===== src/rtl/mult_arbiter_seq_if.sv =====
// mult_arbiter_seq_if
//   Bundles the request/grant/result signals shared by the two requesters
//   and the sequential multiplier.
//   master : requester side (drives req and operands, observes the results)
//   slave  : multiplier side
// Ports (all signals):
//   req[1:0]          level request, bit i belongs to requester i
//   a0,b0 / a1,b1     multiplicand / multiplier of requester 0 / 1
//   gnt[1:0]          one-cycle pulse: operands of requester i captured
//   done[1:0]         one-cycle pulse: p holds requester i's product
//   p[2*WIDTH-1:0]    product register
//   busy              multiply in progress
// Handshake: req[i] is only looked at while the multiplier is idle or
//   finishing; a requester holds its operands stable until it sees gnt[i]
//   and drops req[i] in that gnt cycle. A req still high at the next
//   sampling edge is a new request.
interface mult_arbiter_seq_if #(
  parameter int WIDTH = 4
) ();
  logic [1:0]         req;
  logic [WIDTH-1:0]   a0;
  logic [WIDTH-1:0]   b0;
  logic [WIDTH-1:0]   a1;
  logic [WIDTH-1:0]   b1;
  logic [1:0]         gnt;
  logic [1:0]         done;
  logic [2*WIDTH-1:0] p;
  logic               busy;

  modport master (
    output req, a0, b0, a1, b1,
    input  gnt, done, p, busy
  );

  modport slave (
    input  req, a0, b0, a1, b1,
    output gnt, done, p, busy
  );
endinterface


===== src/rtl/mult_arbiter_seq.sv =====
// mult_arbiter_seq
//   Shift-and-add unsigned WIDTH x WIDTH multiplier shared by two requesters
//   through a round-robin arbiter. One product takes WIDTH CALC cycles plus
//   one FIN cycle, during which a new request may already be granted.
// Ports:
//   clk        system clock, rising edge
//   rst_n      asynchronous active-low reset
//   bus        mult_arbiter_seq_if.slave (req/operands in, gnt/done/p/busy out)
//   dbg_state  current FSM state (IDLE=0, CALC=1, FIN=2)
// WIDTH must be at least 2.
module mult_arbiter_seq #(
  parameter int WIDTH = 4
) (
  input  logic                  clk,
  input  logic                  rst_n,
  mult_arbiter_seq_if.slave     bus,
  output logic [1:0]            dbg_state
);

  localparam int CW = (WIDTH > 1) ? $clog2(WIDTH) : 1;

  typedef enum logic [1:0] {
    IDLE = 2'd0,
    CALC = 2'd1,
    FIN  = 2'd2
  } state_t;

  state_t               state;
  state_t               state_next;

  // acc = {hi, lo}; the adder carry only exists inside sum and is shifted
  // straight into hi, so it never needs its own flop.
  logic [2*WIDTH-1:0]   acc;
  logic [WIDTH-1:0]     mcand;
  logic [CW-1:0]        cnt;
  logic                 owner;
  logic                 last;     // requester granted most recently
  logic [1:0]           gnt_r;
  logic [1:0]           done_r;
  logic [2*WIDTH-1:0]   p_r;
  logic                 busy_r;

  logic                 win;
  logic                 grant_en;
  logic                 last_iter;
  logic [WIDTH:0]       sum;
  logic [2*WIDTH-1:0]   acc_shift;

  // Arbitration: a lone requester wins; on a tie the one not granted last.
  always_comb begin
    win = 1'b0;
    if (bus.req == 2'b11) begin
      win = ~last;
    end else begin
      win = bus.req[1];
    end
  end

  // One shift-and-add iteration on the current accumulator.
  always_comb begin
    sum = {1'b0, acc[2*WIDTH-1:WIDTH]};
    if (acc[0]) begin
      sum = {1'b0, acc[2*WIDTH-1:WIDTH]} + {1'b0, mcand};
    end
    acc_shift = {sum, acc[WIDTH-1:1]};
  end

  // Next-state logic. FIN samples requests exactly like IDLE.
  always_comb begin
    state_next = state;
    grant_en   = 1'b0;
    last_iter  = 1'b0;
    case (state)
      IDLE, FIN: begin
        grant_en   = |bus.req;
        state_next = grant_en ? CALC : IDLE;
      end
      CALC: begin
        last_iter  = (cnt == CW'(WIDTH - 1));
        state_next = last_iter ? FIN : CALC;
      end
      default: state_next = IDLE;
    endcase
  end

  always_ff @(posedge clk or negedge rst_n) begin
    if (!rst_n) begin
      state <= IDLE;
    end else begin
      state <= state_next;
    end
  end

  always_ff @(posedge clk or negedge rst_n) begin
    if (!rst_n) begin
      acc    <= '0;
      mcand  <= '0;
      cnt    <= '0;
      owner  <= 1'b0;
      last   <= 1'b1;     // requester 0 wins the first tie
      gnt_r  <= 2'b00;
      done_r <= 2'b00;
      p_r    <= '0;
      busy_r <= 1'b0;
    end else begin
      gnt_r  <= 2'b00;
      done_r <= 2'b00;
      busy_r <= (state_next != IDLE);
      if (grant_en) begin
        mcand <= win ? bus.a1 : bus.a0;
        acc   <= {{WIDTH{1'b0}}, (win ? bus.b1 : bus.b0)};
        cnt   <= '0;
        owner <= win;
        last  <= win;
        gnt_r <= win ? 2'b10 : 2'b01;
      end else if (state == CALC) begin
        acc <= acc_shift;
        cnt <= cnt + CW'(1);
        if (last_iter) begin
          p_r    <= acc_shift;
          done_r <= owner ? 2'b10 : 2'b01;
        end
      end
    end
  end

  assign bus.gnt   = gnt_r;
  assign bus.done  = done_r;
  assign bus.p     = p_r;
  assign bus.busy  = busy_r;
  assign dbg_state = state;

endmodule


===== src/flat_wrapper.sv =====
// flat-port wrapper written by rule: the top's interface ports become plain ports
module mult_arbiter_seq_flat 
#(
  parameter int WIDTH = 4
)
  (clk, rst_n, dbg_state, bus_req, bus_a0, bus_b0, bus_a1, bus_b1, bus_gnt, bus_done, bus_p, bus_busy);
  mult_arbiter_seq_if #(.WIDTH(WIDTH)) bus_i ();
  input  logic clk;
  input  logic rst_n;
  output logic [1:0] dbg_state;
  input wire logic [$bits(bus_i.req)-1:0] bus_req;
  input wire logic [$bits(bus_i.a0)-1:0] bus_a0;
  input wire logic [$bits(bus_i.b0)-1:0] bus_b0;
  input wire logic [$bits(bus_i.a1)-1:0] bus_a1;
  input wire logic [$bits(bus_i.b1)-1:0] bus_b1;
  output wire logic [$bits(bus_i.gnt)-1:0] bus_gnt;
  output wire logic [$bits(bus_i.done)-1:0] bus_done;
  output wire logic [$bits(bus_i.p)-1:0] bus_p;
  output wire logic [$bits(bus_i.busy)-1:0] bus_busy;
  assign bus_i.req = bus_req;
  assign bus_i.a0 = bus_a0;
  assign bus_i.b0 = bus_b0;
  assign bus_i.a1 = bus_a1;
  assign bus_i.b1 = bus_b1;
  assign bus_gnt = bus_i.gnt;
  assign bus_done = bus_i.done;
  assign bus_p = bus_i.p;
  assign bus_busy = bus_i.busy;
  mult_arbiter_seq #(.WIDTH(WIDTH)) u_core (.clk(clk), .rst_n(rst_n), .bus(bus_i), .dbg_state(dbg_state));
endmodule

===== config.mk =====
export PLATFORM = sky130hd
export DESIGN_NAME = mult_arbiter_seq_flat
export DESIGN_NICKNAME = d
export VERILOG_FILES = /design/src/rtl/mult_arbiter_seq_if.sv /design/src/rtl/mult_arbiter_seq.sv /design/src/flat_wrapper.sv
export SDC_FILE = /design/constraint.sdc
export NUM_CORES = 1
export LEC_CHECK = 0
export ABC_AREA = 1
export CAP_MARGIN = 20
export CORE_UTILIZATION = 44
export DETAILED_ROUTE_END_ITERATION = 8
export PLACE_DENSITY = 0.81
export SLEW_MARGIN = 15
export SYNTH_ARGS = -nofsm -noshare
export SYNTH_HDL_FRONTEND = slang
export SYNTH_SLANG_ARGS = --single-unit

===== constraint.sdc =====
create_clock -name clk -period 1.5 [get_ports clk]
set_clock_uncertainty 0.15 [all_clocks]
set_input_delay 0.15 -clock clk [delete_from_list [all_inputs] [get_ports clk]]
set_output_delay 0.15 -clock clk [all_outputs]
set_load 0.02 [all_outputs]

# Yosys cells after proc, flatten, opt, wreduce, memory -nomap -nowiden
# Index checks and enable logic that the tools add are counted.
[classes] addsub=2 eq_ne=4 muxes=19 bitwise=2 n_reduce_logical=6
[ops] operator="2-to-1 mux 2 bit" count=9
[ops] operator="2-to-1 mux 8 bit" count=2
[ops] operator="2-to-1 mux 4 bit" count=2
[ops] operator="== test 2 bit (second input constant)" count=3
[ops] operator="adder 4 x 4 -> 5 bit" count=1
[ops] operator="2-to-1 mux 5 bit" count=1
[ops] operator="2-to-1 mux 1 bit" count=4
[ops] operator="one-hot mux 2 bit (2 select lines)" count=1
[ops] operator="nonzero test 2 bit" count=2
[ops] operator="OR reduction 2 bit" count=2
[ops] operator="AND reduction 3 bit" count=1
[ops] operator="adder 2 x 1 -> 2 bit (second input constant)" count=1
[ops] operator="== test 2 x 1 -> 1 bit (second input constant)" count=1
[ops] operator="zero test 2 bit" count=1
[ops] operator="inverter 1 bit" count=2
[totals] regBits=31 out_inout_bits=15 word_cells=43

# Longest topological paths before layout
[depth] ltp_word=5 ltp_mapped=8 ltp_nobuf=8

# Least setup slack after synthesis
# Ideal clock, no wire load.
[synth_path] kind="register to register" start="reg u_core.mcand[0]" end="reg u_core.acc[7]" setup_time_ns=0.129 t_arrival_ns=1.308 setup_slack_ns=-0.087 stages_incl_launch_ff=7 synth_period_minus_slack_ns=1.587 cell_sequence="dfrtp_1 ha_1 fa_1 a21oi_1 o21bai_1 nand2_1 o21ai_0"
[synth_between] elab_chain_cells=4
[synth_lines] element="start, declared" line="mult_arbiter_seq.sv:34" source="logic [WIDTH-1:0] mcand;"
[synth_lines] element="start signal, assigned" line="mult_arbiter_seq.sv:110" source="mcand <= win ? bus.a1 : bus.a0;"
[synth_lines] element="adder 4 x 4 -> 5 bit" line="mult_arbiter_seq.sv:63" source="sum = {1'b0, acc[2*WIDTH-1:WIDTH]} + {1'b0, mcand};"
[synth_lines] element="2-to-1 mux 5 bit" line="mult_arbiter_seq.sv:62" source="if (acc[0]) begin"
[synth_lines] element="2-to-1 mux 8 bit" line="mult_arbiter_seq.sv:116" source="end else if (state == CALC) begin"
[synth_lines] element="2-to-1 mux 8 bit" line="mult_arbiter_seq.sv:109" source="if (grant_en) begin"
[synth_lines] element="end signal, assigned" line="mult_arbiter_seq.sv:111" source="acc <= {{WIDTH{1'b0}}, (win ? bus.b1 : bus.b0)};"
[synth_lines] element="end signal, assigned" line="mult_arbiter_seq.sv:117" source="acc <= acc_shift;"
[synth_lines] element="end, declared" line="mult_arbiter_seq.sv:33" source="logic [2*WIDTH-1:0] acc;"
# Every way passes these cells. The select of a mux whose other input is x is not followed.
# A chain may end at the register's enable or synchronous reset.

# Worst setup path in the final report
[layout_path] start="reg u_core.mcand[0]" end="reg u_core.acc[4]"
# The elaborated chain is that of the path after synthesis.

==> out/results.ini <==
[floorplan]
initial_utilization=0.469
die-area_sq_um=3540
chipWidth_um=59.5
floorplan.io_pins=35
floorplan.core_area_sq_um=3100
die_height_um=59.5
floorplan.rows=20

[run]
drv.max_cap_violation_count=0

[yosys]
synth-seq-area-share=0.534
synth_seq_cells=31
mappedNetlistArea_sq_um=1460
syn-instance-count=166
synth_cell_type_count=24
syn-mean-instance-area_sq_um=8.77
yosysWarnings=0
mappedNetlistNets=192

[clock_tree]
path_clk_slew_ns=0.09
cts-root-to-sink-buffers=2
cts_made_buffers=5
cts_sinks=31
cts.root.buffer_cell=sky130_fd_sc_hd__clkbuf_4
clock_tree_from_tritoncts=done
number_of_levels_in_the_clock_h_tree=2
clk_latency_ns=0.34

[final_layout]
diodes=0
layout_common_cells=sky130_fd_sc_hd__nand2_1, sky130_fd_sc_hd__dfrtp_1, sky130_fd_sc_hd__clkdlybuf4s50_1
leading_cell_type_in_the_layout_fill_and_taps_excluded=sky130_fd_sc_hd__nand2_1
synthToLayoutAreaGrowth_pct=39.4
final_nets=243
post-route-util=0.654
instances_no_fill=262
drive_gt1_frac=0.170

[drt]
route.final.wire_length_mm=3.28
remaining_drc_errors=0
drt_first_iter_violations=48
detail-route-antenna-nets=0
drt-pass1-iter-count=4
vias=1266
wl_per_cell_um=12.5
avgViaCountPerCell=4.83

[timing]
timing.final.crit_share=1.10
fin_crit_ns=1.65
fmax_mhz=607
setup-tns-final_ns=-0.589
unrepaired_setup_endpoints_after_global_routing=yes
timing.final.ws_setup_ns=-0.147
relSlewSlack=0.738
report.final.hold_viol_count=0
worstMarginPinSlew_ns=0.390
report.final.setup_viol=6
finalMaxSlewViolations=0

[global_route]
grt_antenna_before_repair=0
grt_start_max_net_pins=32
remaining_overflow_grt=0
grt_pass1_vias=1251
gr-usage-all-layers=0.217
grt_pass1_wl_mm=5.52

[setup_path]
timing_worst_setup_path_type=register to register
path_max_fanout=2
worst-endpoint-required_ns=1.62
critical_path_launch_point_type=register
sort_of_element_at_the_end_of_the_critical_path=register
critPathArrivalTime_ns=1.77

[status]
failing_checks=setup timing
status=complete, but fails checks

[placement]
gpl.final_weighted_congestion=0.814
detailedPlacementHpwl_mm=2.28
total_of_buffers_placed_on_input_and_output_ports=34
placement.setup.worst_slack_ns=-0.149
dp_cells=251

[min_path]
hold_path.class=input port to asynchronous set/reset pin

[power]
total_leakage_power_uw=0.00105
vdd_drop_max_v=0.00112
power_per_cell_area_nw_per_um2=2160

-- stage by stage --
stage / hold WS [ns] / total power [uW] / instance area, sq um
4_1_cts: 0.0264 / 4340 / 2010
6_report: 0.0121 / 4390 / 2030
3_3_place_gp: 0.259 / 3600 / 1920
3_5_place_dp: 0.275 / 3660 / 1920
5_1_grt: 0.0238 / 4750 / 2030
2_1_floorplan: -0.296 / 2840 / 1460
-- logic make-up (layout without fill, tap and decap cells) --
family	after synthesis	count (layout)	synth area share
compound gates	21	21	0.0868
fa+ha+maj	6	6	0.0567
buf+inv	22	74	0.0670
flops	31	31	0.534
simple gates	86	86	0.256
-- cell type report --
cell class / instances / area (sq um)
flip-flops and latches: 31 / 777
repair buffers: 47 / 432
fillers: 286 / 1070
inverters: 19 / 71.3
clock buffers: 6 / 51.3
well taps: 44 / 55.1
clock inverters: 2 / 35.0
multi-input cells: 113 / 609
-- metal layers --
metal  vias to the layer above  GRT usage  wire [um]
met2                        37      0.337       1540
met3                         8     0.0633        188
met1                       594      0.276       1480
li1                        627          -          -
met4                         0      0.110         69
met5                         -          0          0
-- sequential cells by signal (all words and copies together), names as in the netlist --
name and cells:
u_core.acc 8, u_core.bus.busy 1, u_core.bus.done 2, u_core.bus.gnt 2
u_core.bus.p 8, u_core.cnt 2, u_core.dbg_state 2, u_core.last 1
u_core.mcand 4, u_core.owner 1
-- report_power, final --
part	switching [uW]	internal, uW	total [uW]
logic	1250	950	2200
clock network	297	393	691
registers	282	1220	1500
-- repair_timing --
action | 4_1_cts | 5_1_grt
hold buffers | 0 | 0
endpoints found under the setup margin | 21 | 10
pin swaps | 2 | 4
resized for setup | 22 | 1
buffers inserted | 0 | 3
-- cells in the mapped netlist --
master,instances,share of area
sky130_fd_sc_hd__nor2_2,1,0.0043
sky130_fd_sc_hd__o22ai_1,1,0.0043
sky130_fd_sc_hd__nor2_4,1,0.0077
sky130_fd_sc_hd__o21bai_1,1,0.0052
sky130_fd_sc_hd__nand2_2,3,0.013
sky130_fd_sc_hd__nand2_4,1,0.0077
sky130_fd_sc_hd__ha_1,5,0.043
sky130_fd_sc_hd__or2_2,1,0.0043
sky130_fd_sc_hd__nor2_1,4,0.010
sky130_fd_sc_hd__fa_1,1,0.014
sky130_fd_sc_hd__nand3_1,16,0.055
sky130_fd_sc_hd__o21bai_4,1,0.013
sky130_fd_sc_hd__o21ai_0,12,0.041
sky130_fd_sc_hd__clkbuf_1,1,0.0026
sky130_fd_sc_hd__dfrtp_1,30,0.52
sky130_fd_sc_hd__buf_6,2,0.015
sky130_fd_sc_hd__o21ai_1,2,0.0069
sky130_fd_sc_hd__inv_1,18,0.046
sky130_fd_sc_hd__a21oi_1,3,0.010
sky130_fd_sc_hd__dfstp_2,1,0.018
sky130_fd_sc_hd__a22o_1,1,0.0060
sky130_fd_sc_hd__or2_0,1,0.0043
sky130_fd_sc_hd__inv_2,1,0.0026
sky130_fd_sc_hd__nand2_1,58,0.15
-- worst paths after layout --
path,slack [ns],cells after the start,end,start
max in group asynchronous,0.94,2,u_core.last,rst_n
worst min register to register,0.28,1,u_core.bus.done[0],u_core.owner
min in group clk,0.21,3,u_core.mcand[1],bus_a0[1]
worst max register to register,-0.15,6,u_core.acc[4],u_core.mcand[0]
worst max-delay path,-0.15,6,u_core.acc[4],u_core.mcand[0]
worst min-delay path,0.01,2,u_core.bus.gnt[0],rst_n
-- worst max-delay path, stage by stage (launching register included) --
cell and delay [ns]:
sky130_fd_sc_hd__dfrtp_1 0.41, sky130_fd_sc_hd__ha_2 0.19, sky130_fd_sc_hd__fa_2 0.53, sky130_fd_sc_hd__nand2_2 0.05, sky130_fd_sc_hd__o21ai_2 0.09, sky130_fd_sc_hd__nand2_1 0.07
sky130_fd_sc_hd__o21ai_1 0.08
(Power assumes the default switching activity.)
